--- src/rtl/bounce_gen.sv ---
// Switch-bounce emulator: turns a clean level command into a bouncy
// switch line with LFSR-randomised gaps, then reports when it has settled.
module bounce_gen #(
    parameter int          EDGES      = 4,
    parameter int          GAP_MIN    = 4,
    parameter int          GAP_MASK_W = 3,
    parameter int          SETTLE     = 32,
    parameter logic [15:0] SEED       = 16'hACE1
) (
    input  logic clk,
    input  logic reset,
    input  logic enable,
    input  logic level_in,
    output logic sw_out,
    output logic busy,
    output logic done
);

    localparam int GAP_MAX = GAP_MIN + (1 << GAP_MASK_W) - 1;
    localparam int CNT_MAX = (GAP_MAX > SETTLE) ? GAP_MAX : SETTLE;
    localparam int CW      = $clog2(CNT_MAX + 1);
    localparam int EW      = $clog2(EDGES + 1);
    localparam int MW      = (GAP_MASK_W > 0) ? GAP_MASK_W : 1;

    typedef enum logic [1:0] {
        S_IDLE,
        S_BOUNCE,
        S_SETTLE
    } state_t;

    state_t        state, state_d;
    logic          sw_d;
    logic          settled, settled_d;
    logic          target, target_d;
    logic [EW-1:0] edge_cnt, edge_d;
    logic [CW-1:0] cnt, cnt_d;
    logic [15:0]   lfsr, lfsr_d;
    logic [15:0]   lfsr_nxt;
    logic          busy_d;
    logic          done_d;
    logic [MW-1:0] extra;
    logic [CW-1:0] gap_val;

    // cnt serves as the gap counter in BOUNCE and the settle counter in SETTLE
    always_comb begin
        extra    = (GAP_MASK_W > 0) ? lfsr[MW-1:0] : '0;
        gap_val  = CW'(GAP_MIN) + CW'(extra);
        lfsr_nxt = {lfsr[14:0], lfsr[15] ^ lfsr[13] ^ lfsr[12] ^ lfsr[10]};
    end

    always_comb begin
        state_d   = state;
        sw_d      = sw_out;
        settled_d = settled;
        target_d  = target;
        edge_d    = edge_cnt;
        cnt_d     = cnt;
        lfsr_d    = lfsr;
        busy_d    = busy;
        done_d    = 1'b0;
        if (!enable) begin
            state_d   = S_IDLE;
            busy_d    = 1'b0;
            sw_d      = level_in;
            settled_d = level_in;
        end else begin
            unique case (state)
                S_IDLE: begin
                    sw_d = settled;
                    if (level_in != settled) begin
                        target_d = level_in;
                        sw_d     = ~sw_out;
                        edge_d   = EW'(1);
                        cnt_d    = gap_val;
                        lfsr_d   = lfsr_nxt;
                        busy_d   = 1'b1;
                        state_d  = S_BOUNCE;
                    end
                end
                S_BOUNCE: begin
                    if (cnt > CW'(1)) begin
                        cnt_d = cnt - CW'(1);
                    end else if (edge_cnt < EW'(EDGES)) begin
                        sw_d   = ~sw_out;
                        edge_d = edge_cnt + EW'(1);
                        cnt_d  = gap_val;
                        lfsr_d = lfsr_nxt;
                    end else begin
                        sw_d    = target;
                        cnt_d   = CW'(SETTLE);
                        state_d = S_SETTLE;
                    end
                end
                S_SETTLE: begin
                    sw_d = target;
                    if (cnt == CW'(1)) begin
                        settled_d = target;
                        done_d    = 1'b1;
                        busy_d    = 1'b0;
                        state_d   = S_IDLE;
                    end else begin
                        cnt_d = cnt - CW'(1);
                    end
                end
                default: state_d = S_IDLE;
            endcase
        end
    end

    always_ff @(posedge clk or negedge reset) begin
        if (!reset) begin
            state    <= S_IDLE;
            sw_out   <= 1'b0;
            settled  <= 1'b0;
            target   <= 1'b0;
            edge_cnt <= '0;
            cnt      <= '0;
            lfsr     <= SEED;
            busy     <= 1'b0;
            done     <= 1'b0;
        end else begin
            state    <= state_d;
            sw_out   <= sw_d;
            settled  <= settled_d;
            target   <= target_d;
            edge_cnt <= edge_d;
            cnt      <= cnt_d;
            lfsr     <= lfsr_d;
            busy     <= busy_d;
            done     <= done_d;
        end
    end

endmodule

--- config.mk ---
export PLATFORM = sky130hd
export DESIGN_NAME = bounce_gen
export DESIGN_NICKNAME = d
export VERILOG_FILES = /design/src/rtl/bounce_gen.sv
export SDC_FILE = /design/constraint.sdc
export NUM_CORES = 1
export LEC_CHECK = 0
export ABC_AREA = 1
export CORE_MARGIN = 8
export CORE_UTILIZATION = 27
export DETAILED_ROUTE_END_ITERATION = 8
export PLACE_DENSITY_LB_ADDON = 0.3
export SLEW_MARGIN = 40
export SYNTH_ARGS = -nofsm -noshare
export SYNTH_HDL_FRONTEND = slang
export SYNTH_SLANG_ARGS = --single-unit
--- constraint.sdc ---
create_clock -name clk -period 2.15 [get_ports clk]
set_clock_uncertainty 0.2 [all_clocks]
set_input_delay 0.645 -clock clk [delete_from_list [all_inputs] [get_ports clk]]
set_output_delay 0.645 -clock clk [all_outputs]
set_load 0.01 [all_outputs]
# --- Word level (Yosys, flattened, before mapping) ---
# Cells that the tools add are included.
word_totals:
  regBits: 32
  elab_cells: 78
  output_inout_bits: 3
op_classes:
  order_cmp: 2
  reduce_logical: 10
  mux: 34
  add_sub_neg: 3
  n_bitwise: 4
  n_eq_ne: 16
ops:
  columns: ["operator", "n"]
  rows:
  - ["$mux W16", 3]
  - ["$pmux W16 S2", 1]
  - ["$mux W6", 4]
  - ["$pmux W6 S3", 1]
  - ["$mux W1", 13]
  - ["$ne A3 B3 Y1 const B", 4]
  - ["$mux W2", 5]
  - ["$mux W3", 3]
  - ["$ne A2 B2 Y1 const B", 4]
  - ["$reduce_and A4 Y1", 2]
  - ["$eq A6 B1 Y1 const B", 1]
  - ["$gt A6 B1 Y1 const B", 1]
  - ["$pmux W2 S3", 1]
  - ["$pmux W3 S2", 1]
  - ["$reduce_and A3 Y1", 2]
  - ["$sub A6 B1 Y6 const B", 1]
  - ["$reduce_and A5 Y1", 1]
  - ["$add A3 B3 Y4 const A", 1]
  - ["$ne A2 B1 Y1 const B", 2]
  - ["$ne A4 B1 Y1 const B", 1]
  - ["$reduce_and A2 Y1", 2]
  - ["$add A3 B1 Y3 const B", 1]
  - ["$lt A3 B3 Y1 const B", 1]
  - ["$ne A3 B1 Y1 const B", 1]
  - ["other kinds (10)", 12]

# --- Logic depth before layout (Yosys ltp) ---
# Gate-level depths: netlist of run 1.
depth:
  word_depth: 6
  mapped_depth: 11
  mapped_depth_nobuf: 11

# --- Worst setup path after synthesis of run 1 ---
# Ideal clock, no wire load.
synth_path:
  kind: "register to register"
  start: "register cnt[0]"
  end: "register lfsr[12]"
  t_arrival_ns: 1.450
  path_stages_with_launch: 11
  period_less_slack_ns: 1.767
  n_path_buf: 1
  required_ns: 1.833
  slack_ns: 0.383
  cell_sequence: "dfrtp_1 inv_1 ha_1 inv_1 nand2_1 nand3_4 nand2_4 nand4_4 buf_2 nand2_1 nand2_1"
synth_via:
  elab_chain_cells: 3
synth_lines:
  columns: ["element", "line", "text"]
  rows:
  - ["from (decl)", "36", "logic [CW-1:0] cnt, cnt_d;"]
  - ["from (signal assigned)", "127", "cnt <= cnt_d;"]
  - ["$gt A6 B1 Y1", "81", "if (cnt > CW'(1)) begin"]
  - ["$ne A2 B2 Y1 (no source line)", null, null]
  - ["$reduce_and A5 Y1 (no source line)", null, null]
  - ["to (signal assigned)", "128", "lfsr <= lfsr_d;"]
  - ["to (decl)", "37", "logic [15:0] lfsr, lfsr_d;"]
# No other way between the ends.
# A chain may end at the register's enable or synchronous reset.

# --- Final worst setup path of run 1 ---
layout_path:
  start: "register sw_out"
  end: "output sw_out"
layout_rtl:
  columns: ["element", "line", "text"]
  rows:
  - ["from (decl)", "14", "output logic sw_out,"]
  - ["from (signal assigned)", "123", "sw_out <= sw_d;"]
# No word-level cell between the ends.

==> results of run 1 <==
-- power groups by stage --
| stage | Combinational (uW) | Clock, uW | Sequential (uW) |
|---|---|---|---|
| after floorplan | 1120 | 0 | 1010 |
| after global placement | 1440 | 0 | 1040 |
| after detailed placement | 1450 | 0 | 1040 |
| after CTS | 1460 | 608 | 1030 |
| after global routing | 1670 | 642 | 1060 |
| final | 1450 | 592 | 1030 |
-- cell families (layout without fill, tap and decap cells) --
family          count (synthesis)  count (layout)  synth area share (%)
simple gates                  158             158                 37.85
xor+xnor                        6               6                 2.789
buf+inv                        32              53                 7.304
compound gates                 13              13                 3.719
flops                          32              32                 43.03
fa+ha+maj                       8               8                 5.312
-- worst reg2reg max path, delay by kind of cell (launching register included) --
family                     cells  cell delay [ns]
DFF                            1             0.39
and+or+nand+nor                5             0.72
buffers and inverters          2             0.19
adders and majority gates      1             0.25
AOI/OAI and AO/OA              1             0.07
-- state kept, by name (all words and copies together), names as in the netlist --
register and flops:
sw_out 1, busy 1, settled 1, lfsr 16, edge_cnt 3, done 1
cnt 6, state 2, target 1
-- cells in the final DEF (no fill, tap or decap), drive strengths merged, types with 5 or more instances in the layout --
cell type / count
buf: 11
clkbuf: 5
clkdlybuf4s50: 6
dfrtp: 24
dfstp: 8
ha: 8
inv: 28
nand2: 117
nand3: 15
nand4: 5
nor2: 19
o21ai: 8
-- area by class of cell --
class	instances	area [sq um]	share of cell area, %
clock inverter	3	42.54	1.901
clock buffer	5	68.82	3.074
tap	96	120.1	5.366
inverter	28	105.1	4.695
sequential	32	810.8	36.22
multi-input combinational	185	935.9	41.81
timing repair buffer	17	155.1	6.931
-- metal layers --
| metal | vias up | routed length, microns | track usage (%) |
|---|---|---|---|
| met5 | - | 0 | 0 |
| met4 | 0 | 80 | 4.191 |
| met2 | 11 | 1680 | 13.38 |
| met1 | 713 | 1917 | 10.98 |
| met3 | 7 | 106 | 2.444 |
| li1 | 818 | - | - |
-- worst paths after layout --
check	to	cells past startpoint	slack (ns)	startpoint
max in group asynchronous	lfsr[5]$_DFFE_PN1P_	2	0.99	reset
worst min register to register	lfsr[7]$_DFFE_PN1P_	2	0.26	lfsr[7]$_DFFE_PN1P_
worst max-delay path	sw_out	1	0.07	sw_out$_DFFE_PN0P_
worst max register to register	lfsr[3]$_DFFE_PN0P_	9	0.21	cnt[1]$_DFFE_PN0P_
worst min-delay path	lfsr[7]$_DFFE_PN1P_	2	0.26	lfsr[7]$_DFFE_PN1P_
min in group asynchronous	lfsr[9]$_DFFE_PN0P_	2	0.51	reset
-- stage by stage --
stage | util (%) | power, uW
2_1_floorplan | - | 2127
3_3_place_gp | 31.31 | 2473
3_5_place_dp | 31.31 | 2491
4_1_cts | 32.95 | 3102
5_1_grt | 32.95 | 3377
6_report | 32.95 | 3068
==> key figures, run 1 <==
Synth
  – Syn nets: around 260
  – Synth area leaders: dfrtp_1 32%, nand2_1 23%, dfstp_2 11%
  – Number of flops mapped to enable cells by yosys: 0
  – Synth Flop Type: dfrtp_1
  – Asr flop ratio synth: 100.0%
  – Leading area contributor after synthesis: dfrtp_1
  – Yosys reg bits: 32
  – Syn Area/Cell: roughly 7.6 sq um
  – Synth Instances: roughly 250
  – Synth top cells by count: 114 x nand2_1, 27 x inv_1, 24 x dfrtp_1
  – YS warnings: 0
  – Cell with the most instances after synthesis: nand2_1
  – Sequential fraction of the synthesis area: between 40% and 50%
  – Post-synth top area share: 31.87%
  – Mapped Area: around 1900 sq um
  – Post-synth cell types: 26

Global route
  – Gr ovfl total: 0
  – Total GRT Usage: 8.721%
  – First-pass GRT wire length: 6975 microns
  – Largest net degree at the start of global routing: 33
  – Initial antenna violation count: 0
  – Vias in the first global route: 1503

Clock tree
  – Root buffer cell: clkbuf_8
  – Num CTS Buffers: 5
  – Clock buffer depth: 2
  – H-tree depth: 2
  – Post-CTS Setup Bufs: 0
  – Clock insertion delay at the later pin of the skew report: a little under 0.3 ns
  – Clock transition at path regs: approximately 0.070 ns
  – Post-CTS Hold Fix Bufs: 0
  – CTS tree: built
  – CTS resizes: 0
  – Clk sink count: 32

Finish
  – Post-layout net count: around 280
  – Area grow syn2layout: 18.79%
  – Count of non-filler cells in the finished layout: 366
  – Fillers: about 730
  – Layout cells sized above 1: 14.07%
  – Antenna diodes: 0
  – Final Cell Area: 2238 sq um

Placed design
  – Inst Count DP: around 360
  – Buffers added on ports: 6
  – GP Congestion: 0.7989
  – Total placed instance area: roughly 2100 sq um
  – HPWL after DPL: ~2800 microns
  – Setup WS pre-CTS: -0.2125 ns

Power
  – Sw frac: 43.12%
  – Peak VDD IR: ~490 uV
  – Cell leakage power: roughly 0.0011 uW
  – Int Pwr: ~1700 uW
  – Switching pwr: about 1300 uW
  – Seq pwr share: between 30% and 40%
  – Power Density: around 1400 nW/um^2
  – Combinational Power Share: ~47%
  – Clock power share: 19.3%

Worst hold path
  – Hold/Removal Path Class: reg2reg

Drt
  – Routed WL per cell: approximately 10 microns
  – Final wirelength: 3784 microns
  – First DRT Iteration DRCs: 73
  – Vias: about 1500
  – DRT antenna net count: 0
  – Drt pass-1 iters: 4
  – DRC violations left: 0
  – Drt via density: ~4.2

STA
  – Setup violations, final: 0
  – RSZ-0062 raised after global routing: false
  – Fin Hold WS: around 0.26 ns
  – Slew headroom: between 80% and 90%
  – Slew @ Worst Pin: 0.2871 ns
  – Fin crit share: 96.63%
  – Fin. max-slew vios: 0
  – Fmax: 481.3 MHz
  – Final setup TNS: 0 ns
  – Final hold vios: 0
  – Crit path time final: between 2 and 2.5 ns
  – Worst setup margin: 0.07250 ns

Setup path
  – Critical path's slowest cell: clkdlybuf4s50_1
  – Crit path max fanout: 4
  – CP endpoint kind: output pin
  – Largest delay share family, worst path: buffers and inverters
  – Slowest Stage Delay on Critical Path: 0.55 ns
  – Worst EP required: about 1.3 ns
  – WP buf/inv: 1
  – Critical Path Source Type: flip-flop
  – Crit path kind: reg2out
  – WP data arrival: 1.23 ns
  – Sequence of cells on the critical path: clkdlybuf4s50_1

Die
  – Core ar.: approximately 6800 sq um
  – I/O pin count: 7
  – Die X: between 90 and 100 microns
  – Die height: approximately 100 microns
  – Full die area: around 10000 sq um
  – Initial Util: approximately 28%
  – Rows: 30

Job
  – Max cap viols: 0

Outcome
  – Status: finished, final reports clean
(Power assumes the default switching activity.)
==> inputs of run 2 (changes only) <==
CAP_MARGIN = 0   (was not set)
==> results of run 2 <==
No change in the layout: final DEF, timing and power equal those of run 1.
==> inputs of run 3 (changes only) <==
CORE_MARGIN = 1.5   (was 8)
==> run 3 against run 2 <==
Global-route usage increased by 3.0 points. Total power decreased by 0.51%. Critical path type unchanged. Utilization decreased by 0.11 points.
==> key figures, run 3 (same netlist as run 1, synthesis figures left out) <==
Setup path
  – WP buf/inv: 1 (unchanged)
  – Critical path's slowest cell: clkdlybuf4s50_1 (unchanged)
  – Reg2reg setup slack: 0.28 ns (was 0.21 ns)
  – Crit path max fanout: 4 (unchanged)
  – R2r startpoint: cnt[1]$_DFFE_PN0P_ (unchanged)
  – Slowest Stage Delay on Critical Path: 0.56 ns (was 0.55 ns)
  – R2R Path End: lfsr[3]$_DFFE_PN0P_ (unchanged)
  – CP endpoint kind: output pin (unchanged)
  – Worst EP required: 1.30 ns (about the same)
  – R2R depth: 8 (was 9)
  – Critical Path Source Type: flip-flop (unchanged)
  – Largest delay share family, worst path: buffers and inverters (unchanged)
  – Crit path kind: reg2out (unchanged)
  – WP data arrival: 1.24 ns (was 1.23 ns)
  – Sequence of cells on the critical path: clkdlybuf4s50_1 (unchanged)

Clock tree
  – CTS tree: built (unchanged)
  – Clock buffer depth: 2 (unchanged)
  – Post-CTS Setup Bufs: 0 (unchanged)
  – Clock insertion delay at the later pin of the skew report: 0.29 ns (about the same)
  – Clock transition at path regs: 0.08 ns (was 0.07 ns)
  – H-tree depth: 2 (unchanged)
  – Clk sink count: 32 (unchanged)
  – Num CTS Buffers: 5 (unchanged)
  – Root buffer cell: clkbuf_8 (unchanged)

Global route
  – Largest net degree at the start of global routing: 33 (unchanged)
  – First-pass GRT wire length: 6920 microns (was 6975 microns)
  – Vias in the first global route: 1506 (was 1503)
  – Gr ovfl total: 0 (unchanged)
  – Total GRT Usage: 11.76% (was 8.721%)
  – Initial antenna violation count: 0 (unchanged)

Drt
  – Met3 wire length: 103 microns (was 106 microns)
  – Highest metal used: met4 (unchanged)
  – Vias: 1524 (was 1549)
  – M1 WL: 1959 microns (was 1917 microns)
  – Met2 WL: 1630 microns (was 1680 microns)
  – Drt via density: 4.354 (was 4.232)
  – Final wirelength: 3729 microns (was 3784 microns)
  – DRC violations left: 0 (unchanged)
  – First DRT Iteration DRCs: 85 (was 73)
  – DRT antenna net count: 0 (unchanged)
  – Drt pass-1 iters: 4 (unchanged)
  – Routed WL per cell: 10.65 microns (was 10.34 microns)

Worst hold path
  – Hold/Removal Path Class: reg2reg (unchanged)
  – WHS Endpoint: lfsr[7]$_DFFE_PN1P_ (unchanged)
  – Hold depth: 2 (unchanged)
  – Worst Hold Launch: lfsr[7]$_DFFE_PN1P_ (unchanged)

Finish
  – Fillers: 744 (was 733)
  – Final Core Density: 32.83% (was 32.95%)
  – Area grow syn2layout: 17.73% (was 18.79%)
  – Post-layout net count: 281 (unchanged)
  – Layout cells sized above 1: 14.07% (unchanged)
  – Antenna diodes: 0 (unchanged)
  – Biggest regs: lfsr: 16 flops, cnt: 6 flops, edge_cnt: 3 flops (unchanged)
  – Commonest non-fill, non-tap cell in the layout: nand2_1 (unchanged)
  – Most frequent cells in the layout: 114 x nand2_1, 26 x inv_1, 24 x dfrtp_1 (unchanged)
  – Reg with most FFs: lfsr (unchanged)
  – Max reg flops: 16 (unchanged)

Die
  – Die X: 86.54 microns (was 99.54 microns)
  – Rows: 30 (unchanged)
  – Core ar.: 6756 sq um (was 6794 sq um)
  – Full die area: 7489 sq um (was 9908 sq um)
  – Die height: 86.54 microns (was 99.54 microns)
  – I/O pin count: 7 (unchanged)
  – Initial Util: 27.89% (was 27.73%)

Outcome
  – Status: finished, final reports clean (unchanged)

STA
  – Slew headroom: 81.77% (was 80.82%)
  – Final setup TNS: 0 ns (unchanged)
  – Fin crit share: 97.07% (was 96.63%)
  – Setup violations, final: 0 (unchanged)
  – Fin Hold WS: 0.2624 ns (was 0.2632 ns)
  – Fin. max-slew vios: 0 (unchanged)
  – RSZ-0062 raised after global routing: false (unchanged)
  – Fmax: 479.2 MHz (was 481.3 MHz)
  – Slew @ Worst Pin: 0.2729 ns (was 0.2871 ns)
  – Final hold vios: 0 (unchanged)
  – Crit path time final: 2.087 ns (was 2.077 ns)

Power
  – Seq pwr share: 33.7% (was 33.5%)
  – Combinational Power Share: 46.9% (was 47.2%)
  – Power Density: 1376 nW/um^2 (was 1371 nW/um^2)
  – Switching pwr: 1308 uW (was 1323 uW)
  – Cell leakage power: 0.001150 uW (about the same)
  – Clock power share: 19.5% (was 19.3%)
  – Pwr Total: 3053 uW (was 3068 uW)
  – Sw frac: 42.85% (was 43.12%)
  – Int Pwr: 1745 uW (about the same)
  – Peak VDD IR: 374.8 uV (was 487.1 uV)

Placed design
  – HPWL after DPL: 2674 microns (was 2772 microns)
  – Buffers added on ports: 6 (unchanged)
  – GP Congestion: 0.7880 (was 0.7989)

Job
  – Max cap viols: 0 (unchanged)
-- run 3: cell counts in the layout (fill, tap and decap cells not counted) --
No cell type changed its count.
-- run 3: area by class of cell --
type                            instances  area, sq um  area share, %
Clock buffer                            5        68.82          3.102
Clock inverter                          3        42.54          1.918
Inverter                               28        105.1          4.738
Multi-Input combinational cell        185        935.9          42.19
Sequential cell                        32        810.8          36.55
Tap cell                               80        100.1          4.512
Timing Repair Buffer                   17        155.1          6.994
-- run 3: how the worst max path moves through the flow --
stage	end	cells past startpoint	slack, ns	start
3_3_place_gp	edge_cnt[1]$_DFFE_PN0P_	9	-0.14	level_in
6_report	sw_out	1	0.06	sw_out$_DFFE_PN0P_
5_1_grt	sw_out	1	0.005	sw_out$_DFFE_PN0P_
2_1_floorplan	lfsr[12]$_DFFE_PN0P_	10	0.38	cnt[0]$_DFFE_PN0P_
4_1_cts	sw_out	1	0.05	sw_out$_DFFE_PN0P_
3_5_place_dp	lfsr[0]$_DFFE_PN1P_	9	-0.18	level_in
-- run 3: layer usage --
| layer | vias to the layer above | global-route usage (%) |
|---|---|---|
| met1 | 688 | 16.43 |
| met2 | 20 | 18.04 |
| met4 | 0 | 3.519 |
| li1 | 812 | - |
| met3 | 4 | 2.857 |
| met5 | - | 0 |
-- run 3: what timing repair did --
| item | in CTS | in global routing |
|---|---|---|
| resized for setup | 0 | 2 |
| setup endpoints to repair | 0 | 4 |
| hold buffers | 0 | 0 |
-- run 3: stage by stage --
stage,setup WS [ns],instance area [sq um],instances
after detailed placement,-0.1822,2107,342
after floorplan,0.3833,1884,249
after global placement,-0.1437,2107,342
final,0.06298,2218,350
after global routing,0.005213,2218,350
after CTS,0.04871,2218,350
-- run 3: power by group through the flow --
| stage | clock network (uW) | logic, uW | registers, uW |
|---|---|---|---|
| CTS | 617 | 1450 | 1030 |
| global placement | 0 | 1440 | 1040 |
| global route | 647 | 1680 | 1060 |
| finish | 595 | 1430 | 1030 |
| floorplan | 0 | 1120 | 1010 |
| detailed placement | 0 | 1440 | 1040 |
